[src/rtl/pifo_calendar_v0_2_if.sv]
// Insert / pop / drop / status bundle between the buffer manager, the
// egress scheduler and the PIFO calendar.
interface pifo_calendar_v0_2_if #(
  parameter int DEPTH      = 16,
  parameter int RANK_WIDTH = 19,
  parameter int DATA_WIDTH = 12
);
  localparam int CW = $clog2(DEPTH + 1);

  logic                  in_ins_valid;
  logic [RANK_WIDTH-1:0] in_ins_rank;
  logic [DATA_WIDTH-1:0] in_ins_data;
  logic                  out_ins_ready;
  logic                  out_pop_valid;
  logic [RANK_WIDTH-1:0] out_pop_rank;
  logic [DATA_WIDTH-1:0] out_pop_data;
  logic                  in_pop_ready;
  logic                  out_drop_valid;
  logic [RANK_WIDTH-1:0] out_drop_rank;
  logic [DATA_WIDTH-1:0] out_drop_data;
  logic [CW-1:0]         out_count;
  logic                  out_full;
  logic                  out_empty;

  modport slave (
    input  in_ins_valid, in_ins_rank, in_ins_data, in_pop_ready,
    output out_ins_ready, out_pop_valid, out_pop_rank, out_pop_data,
           out_drop_valid, out_drop_rank, out_drop_data,
           out_count, out_full, out_empty
  );

  modport master (
    output in_ins_valid, in_ins_rank, in_ins_data, in_pop_ready,
    input  out_ins_ready, out_pop_valid, out_pop_rank, out_pop_data,
           out_drop_valid, out_drop_rank, out_drop_data,
           out_count, out_full, out_empty
  );
endinterface

[src/rtl/pifo_calendar_v0_2.sv]
// PIFO calendar: DEPTH-entry shift-register array kept sorted by rank,
// head (entry 0) holds the smallest rank. Equal ranks stay in arrival order.
// Optional push-out policy evicts the largest rank when a better one arrives
// while full.
module pifo_calendar_v0_2 #(
  parameter int DEPTH      = 16,
  parameter int RANK_WIDTH = 19,
  parameter int DATA_WIDTH = 12,
  parameter int PUSHOUT    = 0
) (
  input  logic                 clk,
  input  logic                 rstn,
  pifo_calendar_v0_2_if.slave  bus
);
  localparam int CW = $clog2(DEPTH + 1);

  typedef logic [RANK_WIDTH-1:0] rank_t;
  typedef logic [DATA_WIDTH-1:0] data_t;

  logic [DEPTH-1:0] valid_q, valid_d;
  rank_t            rank_q [DEPTH];
  rank_t            rank_d [DEPTH];
  data_t            data_q [DEPTH];
  data_t            data_d [DEPTH];
  logic [CW-1:0]    count_q, count_d;
  logic             drop_valid_q, drop_valid_d;
  rank_t            drop_rank_q, drop_rank_d;
  data_t            drop_data_q, drop_data_d;

  logic             full;
  logic             ins_fire;
  logic             pop_fire;
  logic [DEPTH-1:0] gt;
  int               pos;
  int               slot;

  assign full     = (count_q == CW'(DEPTH));
  assign ins_fire = bus.in_ins_valid & bus.out_ins_ready;
  assign pop_fire = valid_q[0] & bus.in_pop_ready;

  assign bus.out_ins_ready  = ~full | (PUSHOUT != 0);
  assign bus.out_pop_valid  = valid_q[0];
  assign bus.out_pop_rank   = rank_q[0];
  assign bus.out_pop_data   = data_q[0];
  assign bus.out_drop_valid = drop_valid_q;
  assign bus.out_drop_rank  = drop_rank_q;
  assign bus.out_drop_data  = drop_data_q;
  assign bus.out_count      = count_q;
  assign bus.out_full       = full;
  assign bus.out_empty      = (count_q == '0);

  // Per-entry strict compare and first-greater position (DEPTH = no slot).
  always_comb begin
    pos = DEPTH;
    for (int i = DEPTH - 1; i >= 0; i--) begin
      gt[i] = ~valid_q[i] | (bus.in_ins_rank < rank_q[i]);
      if (gt[i]) pos = i;
    end
    // With a simultaneous pop everything moves one toward the head first.
    slot = (pos == 0) ? 0 : pos - 1;
  end

  // Next array contents, count and drop report for insert / pop / both.
  always_comb begin
    valid_d      = valid_q;
    rank_d       = rank_q;
    data_d       = data_q;
    count_d      = count_q;
    drop_valid_d = 1'b0;
    drop_rank_d  = drop_rank_q;
    drop_data_d  = drop_data_q;

    if (ins_fire && pop_fire) begin
      for (int i = 0; i < DEPTH - 1; i++) begin
        if (i < slot) begin
          valid_d[i] = valid_q[i+1];
          rank_d[i]  = rank_q[i+1];
          data_d[i]  = data_q[i+1];
        end
      end
      for (int i = 0; i < DEPTH; i++) begin
        if (i == slot) begin
          valid_d[i] = 1'b1;
          rank_d[i]  = bus.in_ins_rank;
          data_d[i]  = bus.in_ins_data;
        end
      end
    end else if (ins_fire) begin
      if (pos < DEPTH) begin
        for (int i = 1; i < DEPTH; i++) begin
          if (i > pos) begin
            valid_d[i] = valid_q[i-1];
            rank_d[i]  = rank_q[i-1];
            data_d[i]  = data_q[i-1];
          end
        end
        for (int i = 0; i < DEPTH; i++) begin
          if (i == pos) begin
            valid_d[i] = 1'b1;
            rank_d[i]  = bus.in_ins_rank;
            data_d[i]  = bus.in_ins_data;
          end
        end
        if (!full) count_d = count_q + CW'(1);
      end
      // Only reachable with push-out: evict the old tail or refuse the newcomer.
      if (full) begin
        drop_valid_d = 1'b1;
        if (pos < DEPTH) begin
          drop_rank_d = rank_q[DEPTH-1];
          drop_data_d = data_q[DEPTH-1];
        end else begin
          drop_rank_d = bus.in_ins_rank;
          drop_data_d = bus.in_ins_data;
        end
      end
    end else if (pop_fire) begin
      for (int i = 0; i < DEPTH - 1; i++) begin
        valid_d[i] = valid_q[i+1];
        rank_d[i]  = rank_q[i+1];
        data_d[i]  = data_q[i+1];
      end
      valid_d[DEPTH-1] = 1'b0;
      count_d          = count_q - CW'(1);
    end
  end

  // State registers; reset wipes contents without reporting drops.
  always_ff @(posedge clk or negedge rstn) begin
    if (!rstn) begin
      valid_q      <= '0;
      count_q      <= '0;
      drop_valid_q <= 1'b0;
      drop_rank_q  <= '0;
      drop_data_q  <= '0;
      for (int i = 0; i < DEPTH; i++) begin
        rank_q[i] <= '0;
        data_q[i] <= '0;
      end
    end else begin
      valid_q      <= valid_d;
      count_q      <= count_d;
      drop_valid_q <= drop_valid_d;
      drop_rank_q  <= drop_rank_d;
      drop_data_q  <= drop_data_d;
      for (int i = 0; i < DEPTH; i++) begin
        rank_q[i] <= rank_d[i];
        data_q[i] <= data_d[i];
      end
    end
  end
endmodule
[src/flat_wrapper.sv]
// flat-port wrapper written by rule: the top's interface ports become plain ports
module pifo_calendar_v0_2_flat 
#(
  parameter int DEPTH      = 16,
  parameter int RANK_WIDTH = 19,
  parameter int DATA_WIDTH = 12,
  parameter int PUSHOUT    = 0
)
  (clk, rstn, bus_in_ins_valid, bus_in_ins_rank, bus_in_ins_data, bus_in_pop_ready, bus_out_ins_ready, bus_out_pop_valid, bus_out_pop_rank, bus_out_pop_data, bus_out_drop_valid, bus_out_drop_rank, bus_out_drop_data, bus_out_count, bus_out_full, bus_out_empty);
  pifo_calendar_v0_2_if #(.DEPTH(DEPTH), .RANK_WIDTH(RANK_WIDTH), .DATA_WIDTH(DATA_WIDTH)) bus_i ();
  input  logic clk;
  input  logic rstn;
  input wire logic [$bits(bus_i.in_ins_valid)-1:0] bus_in_ins_valid;
  input wire logic [$bits(bus_i.in_ins_rank)-1:0] bus_in_ins_rank;
  input wire logic [$bits(bus_i.in_ins_data)-1:0] bus_in_ins_data;
  input wire logic [$bits(bus_i.in_pop_ready)-1:0] bus_in_pop_ready;
  output wire logic [$bits(bus_i.out_ins_ready)-1:0] bus_out_ins_ready;
  output wire logic [$bits(bus_i.out_pop_valid)-1:0] bus_out_pop_valid;
  output wire logic [$bits(bus_i.out_pop_rank)-1:0] bus_out_pop_rank;
  output wire logic [$bits(bus_i.out_pop_data)-1:0] bus_out_pop_data;
  output wire logic [$bits(bus_i.out_drop_valid)-1:0] bus_out_drop_valid;
  output wire logic [$bits(bus_i.out_drop_rank)-1:0] bus_out_drop_rank;
  output wire logic [$bits(bus_i.out_drop_data)-1:0] bus_out_drop_data;
  output wire logic [$bits(bus_i.out_count)-1:0] bus_out_count;
  output wire logic [$bits(bus_i.out_full)-1:0] bus_out_full;
  output wire logic [$bits(bus_i.out_empty)-1:0] bus_out_empty;
  assign bus_i.in_ins_valid = bus_in_ins_valid;
  assign bus_i.in_ins_rank = bus_in_ins_rank;
  assign bus_i.in_ins_data = bus_in_ins_data;
  assign bus_i.in_pop_ready = bus_in_pop_ready;
  assign bus_out_ins_ready = bus_i.out_ins_ready;
  assign bus_out_pop_valid = bus_i.out_pop_valid;
  assign bus_out_pop_rank = bus_i.out_pop_rank;
  assign bus_out_pop_data = bus_i.out_pop_data;
  assign bus_out_drop_valid = bus_i.out_drop_valid;
  assign bus_out_drop_rank = bus_i.out_drop_rank;
  assign bus_out_drop_data = bus_i.out_drop_data;
  assign bus_out_count = bus_i.out_count;
  assign bus_out_full = bus_i.out_full;
  assign bus_out_empty = bus_i.out_empty;
  pifo_calendar_v0_2 #(.DEPTH(DEPTH), .RANK_WIDTH(RANK_WIDTH), .DATA_WIDTH(DATA_WIDTH), .PUSHOUT(PUSHOUT)) u_core (.clk(clk), .rstn(rstn), .bus(bus_i));
endmodule
[config.mk]
export PLATFORM = sky130hd
export DESIGN_NAME = pifo_calendar_v0_2_flat
export DESIGN_NICKNAME = d
export VERILOG_FILES = /design/src/rtl/pifo_calendar_v0_2_if.sv /design/src/rtl/pifo_calendar_v0_2.sv /design/src/flat_wrapper.sv
export SDC_FILE = /design/constraint.sdc
export NUM_CORES = 2
export LEC_CHECK = 0
export CORE_ASPECT_RATIO = 0.8
export CORE_MARGIN = 1.5
export CORE_UTILIZATION = 30
export DETAILED_ROUTE_END_ITERATION = 12
export PLACE_DENSITY_LB_ADDON = 0.15
export SLEW_MARGIN = 20
export SYNTH_ARGS = -nofsm -noshare
export SYNTH_HDL_FRONTEND = slang
export SYNTH_SLANG_ARGS = --single-unit
[constraint.sdc]
create_clock -name clk -period 7.33 [get_ports clk]
set_clock_uncertainty 0.1 [all_clocks]
set_input_delay 1.8325 -clock clk [delete_from_list [all_inputs] [get_ports clk]]
set_output_delay 1.8325 -clock clk [all_outputs]
set_load 0.005 [all_outputs]
; ---- Word-level counts from Yosys, hierarchy flattened
; Cells that the tools add are included.
[totals]
reg_bits = 549
output_inout_bits = 72
in_bits = 35
[classes]
n_reduce_logical = 28
n_addsub = 3
order_cmp = 47
bitwise = 36
n_mux = 226
eq_ne = 66
[op_table]
columns = operator, n
row1 = two-way mux 19 bit, 64
row2 = two-way mux 12 bit, 64
row3 = two-way mux 304 bit, 2
row4 = two-way mux 285 bit, 2
row5 = "equality test 5 x 32 -> 1 bit, first input constant", 16
row6 = two-way mux 32 bit, 16
row7 = two-way mux 192 bit, 2
row8 = two-way mux 180 bit, 2
row9 = < comparator 19 bit, 16
row10 = "equality test 4 x 32 -> 1 bit, first input constant", 8
row11 = "greater-than comparator 5 x 32 -> 1 bit, first input constant", 8
row12 = "< comparator 5 x 32 -> 1 bit, first input constant", 7
row13 = "equality test 3 x 32 -> 1 bit, first input constant", 4
row14 = "greater-than comparator 4 x 32 -> 1 bit, first input constant", 4
row15 = "< comparator 4 x 32 -> 1 bit, first input constant", 4
row16 = AND reduction 4 bit, 18
row17 = two-way mux 1 bit, 65
row18 = "equality test 2 x 32 -> 1 bit, first input constant", 2
row19 = "greater-than comparator 3 x 32 -> 1 bit, first input constant", 2
row20 = zero test 32 bit, 2
row21 = "< comparator 3 x 32 -> 1 bit, first input constant", 2
row22 = two-way mux 16 bit, 4
row23 = "!= test 4 bit, second input constant", 15
row24 = "!= test 3 bit, second input constant", 17
row25 = other kinds (18), 60

; ---- Longest topological paths before layout
[logic_depth]
depth_word = 24
depth_mapped = 28
depth_no_buf = 25

; ---- Worst setup path after synthesis
; No wires, ideal clock.
[synth_path]
path_type = input port to flip-flop
from = in bus_in_ins_rank[16]
to = reg u_core.data_q[179] in the netlist's numbering
n_path_buf = 2
arrival_ns = 6.467
setup_time_ns = 0.128
slack_ns = 0.636
stages = 22
path_cell_list = ha_1 > nand3_1 > nor4_1 > o311a_1 > a2bb2oi_1 > inv_1 > o21a_1 > inv_1 > ha_1 > clkbuf_1 > inv_1 > nor3_1 > ha_1 > inv_1 > nand2_1 > a211oi_1 > and2_2 > and3_1 > a211o_1 > o221ai_4 > buf_6 > mux2_1
[synth_between]
elab_chain_len = 23
word_cells_on_any_way = 65
cone_classes = add/sub (1) / order compare (19) / eq/ne (5) / mux (22) / bitwise (16) / reduce/logical (2)
[synth_rtl]
columns = item, line
row1 = from (decl), flat_wrapper.sv:14  ; input wire logic [$bits(bus_i.in_ins_rank)-1:0] bus_in_ins_rank;
row2 = < comparator 19 bit, pifo_calendar_v0_2.sv:56  ; gt[i] = ~valid_q[i] | (bus.in_ins_rank < rank_q[i]);
row3 = OR 1 bit, pifo_calendar_v0_2.sv:56
row4 = two-way mux 5 bit, pifo_calendar_v0_2.sv:57  ; if (gt[i]) pos = i;
row5 = two-way mux 32 bit (14 in a row), pifo_calendar_v0_2.sv:57
row6 = two-way mux 32 bit *, pifo_calendar_v0_2.sv:57
row7 = "subtractor 32 x 2 -> 32 bit, or another cell as far along", pifo_calendar_v0_2.sv:60  ; slot = (pos == 0) ? 0 : pos - 1;
row8 = two-way mux 32 bit / two-way mux 12 bit (equally long branches), "pifo_calendar_v0_2.sv:60, pifo_calendar_v0_2.sv:98"
row9 = "< comparator 2 x 32 -> 1 bit, or another cell as far along", pifo_calendar_v0_2.sv:75  ; if (i < slot) begin
row10 = "!= test 3 bit (no source line), or another cell as far along", -
row11 = AND reduction 4 bit (no source line) / two-way mux 192 bit (equally long branches), -
row12 = "to (signal, indexed assignment)", pifo_calendar_v0_2.sv:148  ; data_q[i] <= data_d[i];
row13 = to (decl), pifo_calendar_v0_2.sv:23  ; data_t data_q [DEPTH];
; Every way passes the cells marked *; elsewhere a longest branch is shown, timed or not. The select of a mux whose other input is x is not followed.
; A chain may end at the register's enable or synchronous reset.

; ---- Worst setup path after layout
[layout_path]
from = in bus_in_ins_rank[5]
to = reg u_core.data_q[111] in the netlist's numbering
[layout_between]
elab_chain_len = 23
word_cells_on_any_way = 65
cone_classes = add/sub (1) / order compare (19) / eq/ne (5) / mux (22) / bitwise (16) / reduce/logical (2)
[layout_rtl]
columns = item, line
row1 = < comparator 19 bit, pifo_calendar_v0_2.sv:56
row2 = OR 1 bit, pifo_calendar_v0_2.sv:56
row3 = two-way mux 5 bit, pifo_calendar_v0_2.sv:57
row4 = two-way mux 32 bit (14 in a row), pifo_calendar_v0_2.sv:57
row5 = two-way mux 32 bit *, pifo_calendar_v0_2.sv:57
row6 = "subtractor 32 x 2 -> 32 bit, or another cell as far along", pifo_calendar_v0_2.sv:60
row7 = two-way mux 32 bit / two-way mux 12 bit (equally long branches), "pifo_calendar_v0_2.sv:60, pifo_calendar_v0_2.sv:98"
row8 = "< comparator 4 x 32 -> 1 bit, or another cell as far along", pifo_calendar_v0_2.sv:75
row9 = "!= test 3 bit (no source line), or another cell as far along", -
row10 = AND reduction 4 bit (no source line) / two-way mux 192 bit (equally long branches), -
; Marked as above.

==> flow_summary.toml <==
[drt]
met1Wirelength_um = 70800
drt_first_pass_iters = 6
finalWirelength_um = 131000
vias_per_cell = 5.42
wl_per_cell_um = 21.8
dr_wl_met2_um = 51300
highest_layer = "met4"
drc = 0
num_vias = 32689
ant_nets = 0
drt_first_iter_violations = 2915
wl_met3_um = 7050

[die]
dieArea_sq_um = 126000
ios = 107
rows = 115
die_y_um = 317
initial_core_util = 0.302
die_w_um = 396
core_area_sq_um = 123000

[clocking]
cts_root_buffer = "clkbuf_16"
cts_sinks = 549
clkTransAtPathRegs_ps = 60
cts_max_level = 3
cts_tree = "built"
clock_latency_ps = 660
cts_buffers = 71
cts_buffer_depth = 3
postCtsSetupRepairBufs = 0
cts-hold-fix-buffers = 0

[placement]
hpwlAfterDp_um = 94600
gp_congestion = 0.890
pre_cts_ws_ps = -547
port_buffers = 106

[sta]
whs_ps = 272
setup_violations = 0
fin_crit_sh = 0.954
fin_setup_tns_ps = 0
hold_viol = 0
relSlewSlack = 0.251
fin_ws_ps = 337
finalCriticalPeriod_ps = 6990
rsz0062_at_grt = "no"
fmax_mhz = 143
tightest_slew_ps = 1120
drv_slew = 0

[grt]
grt_remaining_overflow = 0
grtUsageTotal = 0.207
grt_pass1_vias = 32126
grt_start_max_net_pins = 158
grt_pass1_wl_um = 207000
antenna_found_initial = 1

[pwr]
sw_frac_of_total = 0.429
power_density_nw_per_um2 = 431
total_power_mw = 18.9
pwr-share-clk = 0.193
combPwrFrac = 0.478
leakage_nw = 19.3
vdd_ir_drop_max_uv = 209
seqPwrFrac = 0.329
internal_power_mw = 10.8
power.switching_mw = 8.12

[synthesis]
yosysWarnings = 0
ys.flop_type = "dfrtp_1"
syn_area_sq_um = 37100
synth_cell_types = 103
async_flop_share = 1.00
synth-seq-cells = 549
syn-num-nets = 4585
yosysSeqAreaShare = 0.370
avgSynthCellArea_sq_um = 8.72
synthCells = 4251
synth_edf_count = 0

[status]
outcome = "finished, final reports clean"

[critical_path]
crit_required_ps = 7800
path_max_fanout = 64
start_kind = "input port"
crit_type = "in2reg"
arrival_ps = 7460
cp-end-kind = "register"
slowest_delay_ps = 500
cp_slowest_cell = "clkdlybuf4s50_1"
cpMostUsedCell = "ha_1"

[final_layout]
final_layout_size_suffix_gt1_frac = 0.141
area_growth_pct = 18.7
final_nets = 4675

[min_path]
hold_path_class = "reg2reg"

[job]
maxCapViolations = 0
## metal layers
layer  up-vias  global-route usage
li1      15742                   -
met1     16018               0.335
met2       804               0.284
met3       125              0.0336
met4         0              0.0375
met5         -                   0
## layout make-up
class	count	area [sq um]
diodes	1	2.50
clock buffers	99	2050
clock inverters	22	300
fillers	12611	78700
inverters	322	1210
multi-input cells	2978	20500
flip-flops and latches	549	13700
well taps	1638	2050
repair buffers	419	4140
## cell usage after synthesis, drive strengths merged, types with 10 or more instances
| cell | count | share of area |
|---|---|---|
| clkbuf | 303 | 0.031 |
| inv | 321 | 0.032 |
| o221ai | 35 | 0.0087 |
| nor2b | 10 | 0.0017 |
| and3 | 11 | 0.0019 |
| nand3 | 76 | 0.010 |
| a22o | 16 | 0.0038 |
| o211ai | 23 | 0.0050 |
| a21o | 21 | 0.0043 |
| ha | 298 | 0.10 |
| o22a | 87 | 0.021 |
| a222oi | 31 | 0.0084 |
| nand2 | 446 | 0.045 |
| nand4 | 31 | 0.0052 |
| mux2 | 47 | 0.016 |
| nor2 | 338 | 0.035 |
| a22oi | 22 | 0.0045 |
| o21ai | 312 | 0.042 |
| a221oi | 50 | 0.017 |
| o21a | 39 | 0.0079 |
| nand2b | 16 | 0.0027 |
| a31oi | 18 | 0.0030 |
| mux2i | 147 | 0.040 |
| a21oi | 259 | 0.035 |
| nor4 | 11 | 0.0024 |
| nor3 | 25 | 0.0034 |
| o2111ai | 33 | 0.0080 |
| o22ai | 349 | 0.059 |
| a211oi | 13 | 0.0034 |
| a32oi | 19 | 0.0045 |
| buf | 99 | 0.019 |
| and2 | 12 | 0.0021 |
| o31ai | 98 | 0.024 |
| dfrtp | 549 | 0.37 |
## power groups by stage
stage                     Combinational, mW  Clock (mW)  Sequential [mW]
after floorplan                        6.49           0             5.46
after global placement                 8.95           0             6.21
after detailed placement               9.06           0             6.22
after CTS                              9.11        3.77             6.19
after global routing                   10.2        3.89             6.44
final                                  9.06        3.65             6.24
## state kept, by name, indices dropped and copies added, names as in the netlist
name and flops:
u_core.valid_q 16, u_core.bus.out_pop_data 12, u_core.bus.out_pop_rank 19, u_core.rank_q 285, u_core.bus.out_drop_rank 19, u_core.bus.out_drop_data 12
u_core.bus.out_drop_valid 1, u_core.bus.out_count 5, u_core.data_q 180
## placed cells by master (no fill, tap or decap), types with 74 or more instances in the layout
| cell type | instances |
|---|---|
| dfrtp_1 | 549 |
| o22ai_1 | 348 |
| mux2i_1 | 146 |
| clkdlybuf4s50_1 | 88 |
| a21oi_1 | 248 |
| ha_1 | 298 |
| buf_4 | 249 |
| o22a_1 | 86 |
| inv_1 | 320 |
| nand3_1 | 74 |
| nor2_1 | 329 |
| nand2_1 | 444 |
| o21ai_0 | 279 |
## cells by family (layout without fill, tap and decap cells)
logic type                 count (synthesis)  after routing  share of synthesized area
AOI/OAI and AO/OA                       1486           1486                      0.276
xor gates and xnor gates                   5              5                    0.00118
buffers and inverters                    724            862                     0.0819
adders and majority gates                299            299                      0.101
and+or+nand+nor                          993            993                      0.114
DFF                                      549            549                      0.370
other                                      1              2                   0.000101
muxes                                    194            194                     0.0554
## through the flow
stage / cell area (sq um) / instances / util
floorplan: 37100 / 4251 / -
global placement: 41600 / 5905 / 0.339
detailed placement: 41600 / 5906 / 0.339
CTS: 44000 / 6027 / 0.358
global route: 44000 / 6028 / 0.359
finish: 44000 / 6028 / 0.359
## timing repair
item	in CTS	in global routing
endpoints found under the hold margin	0	0
gates resized for setup	0	3
endpoints found under the setup margin	0	145
## critical path: cells and delay by family
| kind | cells | cell delay (ps) |
|---|---|---|
| simple gates | 8 | 1720 |
| fa+ha+maj | 3 | 770 |
| buf+inv | 6 | 1160 |
| compound gates | 8 | 1870 |
## path summary, 6_finish.rpt
kind	from	end	slack, ps	depth (start not counted)
setup reg to reg	u_core.rank_q[29]$_DFFE_PN0P_	u_core.data_q[173]$_DFFE_PN0P_	1540	25
setup / recovery	bus_in_ins_rank[5]	u_core.data_q[111]$_DFFE_PN0P_	340	25
min in group asynchronous	rstn	u_core.data_q[173]$_DFFE_PN0P_	1090	1
hold reg to reg	u_core.bus.out_drop_rank[12]$_DFFE_PN0P_	u_core.bus.out_drop_rank[12]$_DFFE_PN0P_	270	0
max in group asynchronous	rstn	u_core.rank_q[16]$_DFFE_PN0P_	4510	2
hold / removal	u_core.bus.out_drop_rank[12]$_DFFE_PN0P_	u_core.bus.out_drop_rank[12]$_DFFE_PN0P_	270	0
(Power assumes the default switching activity.)
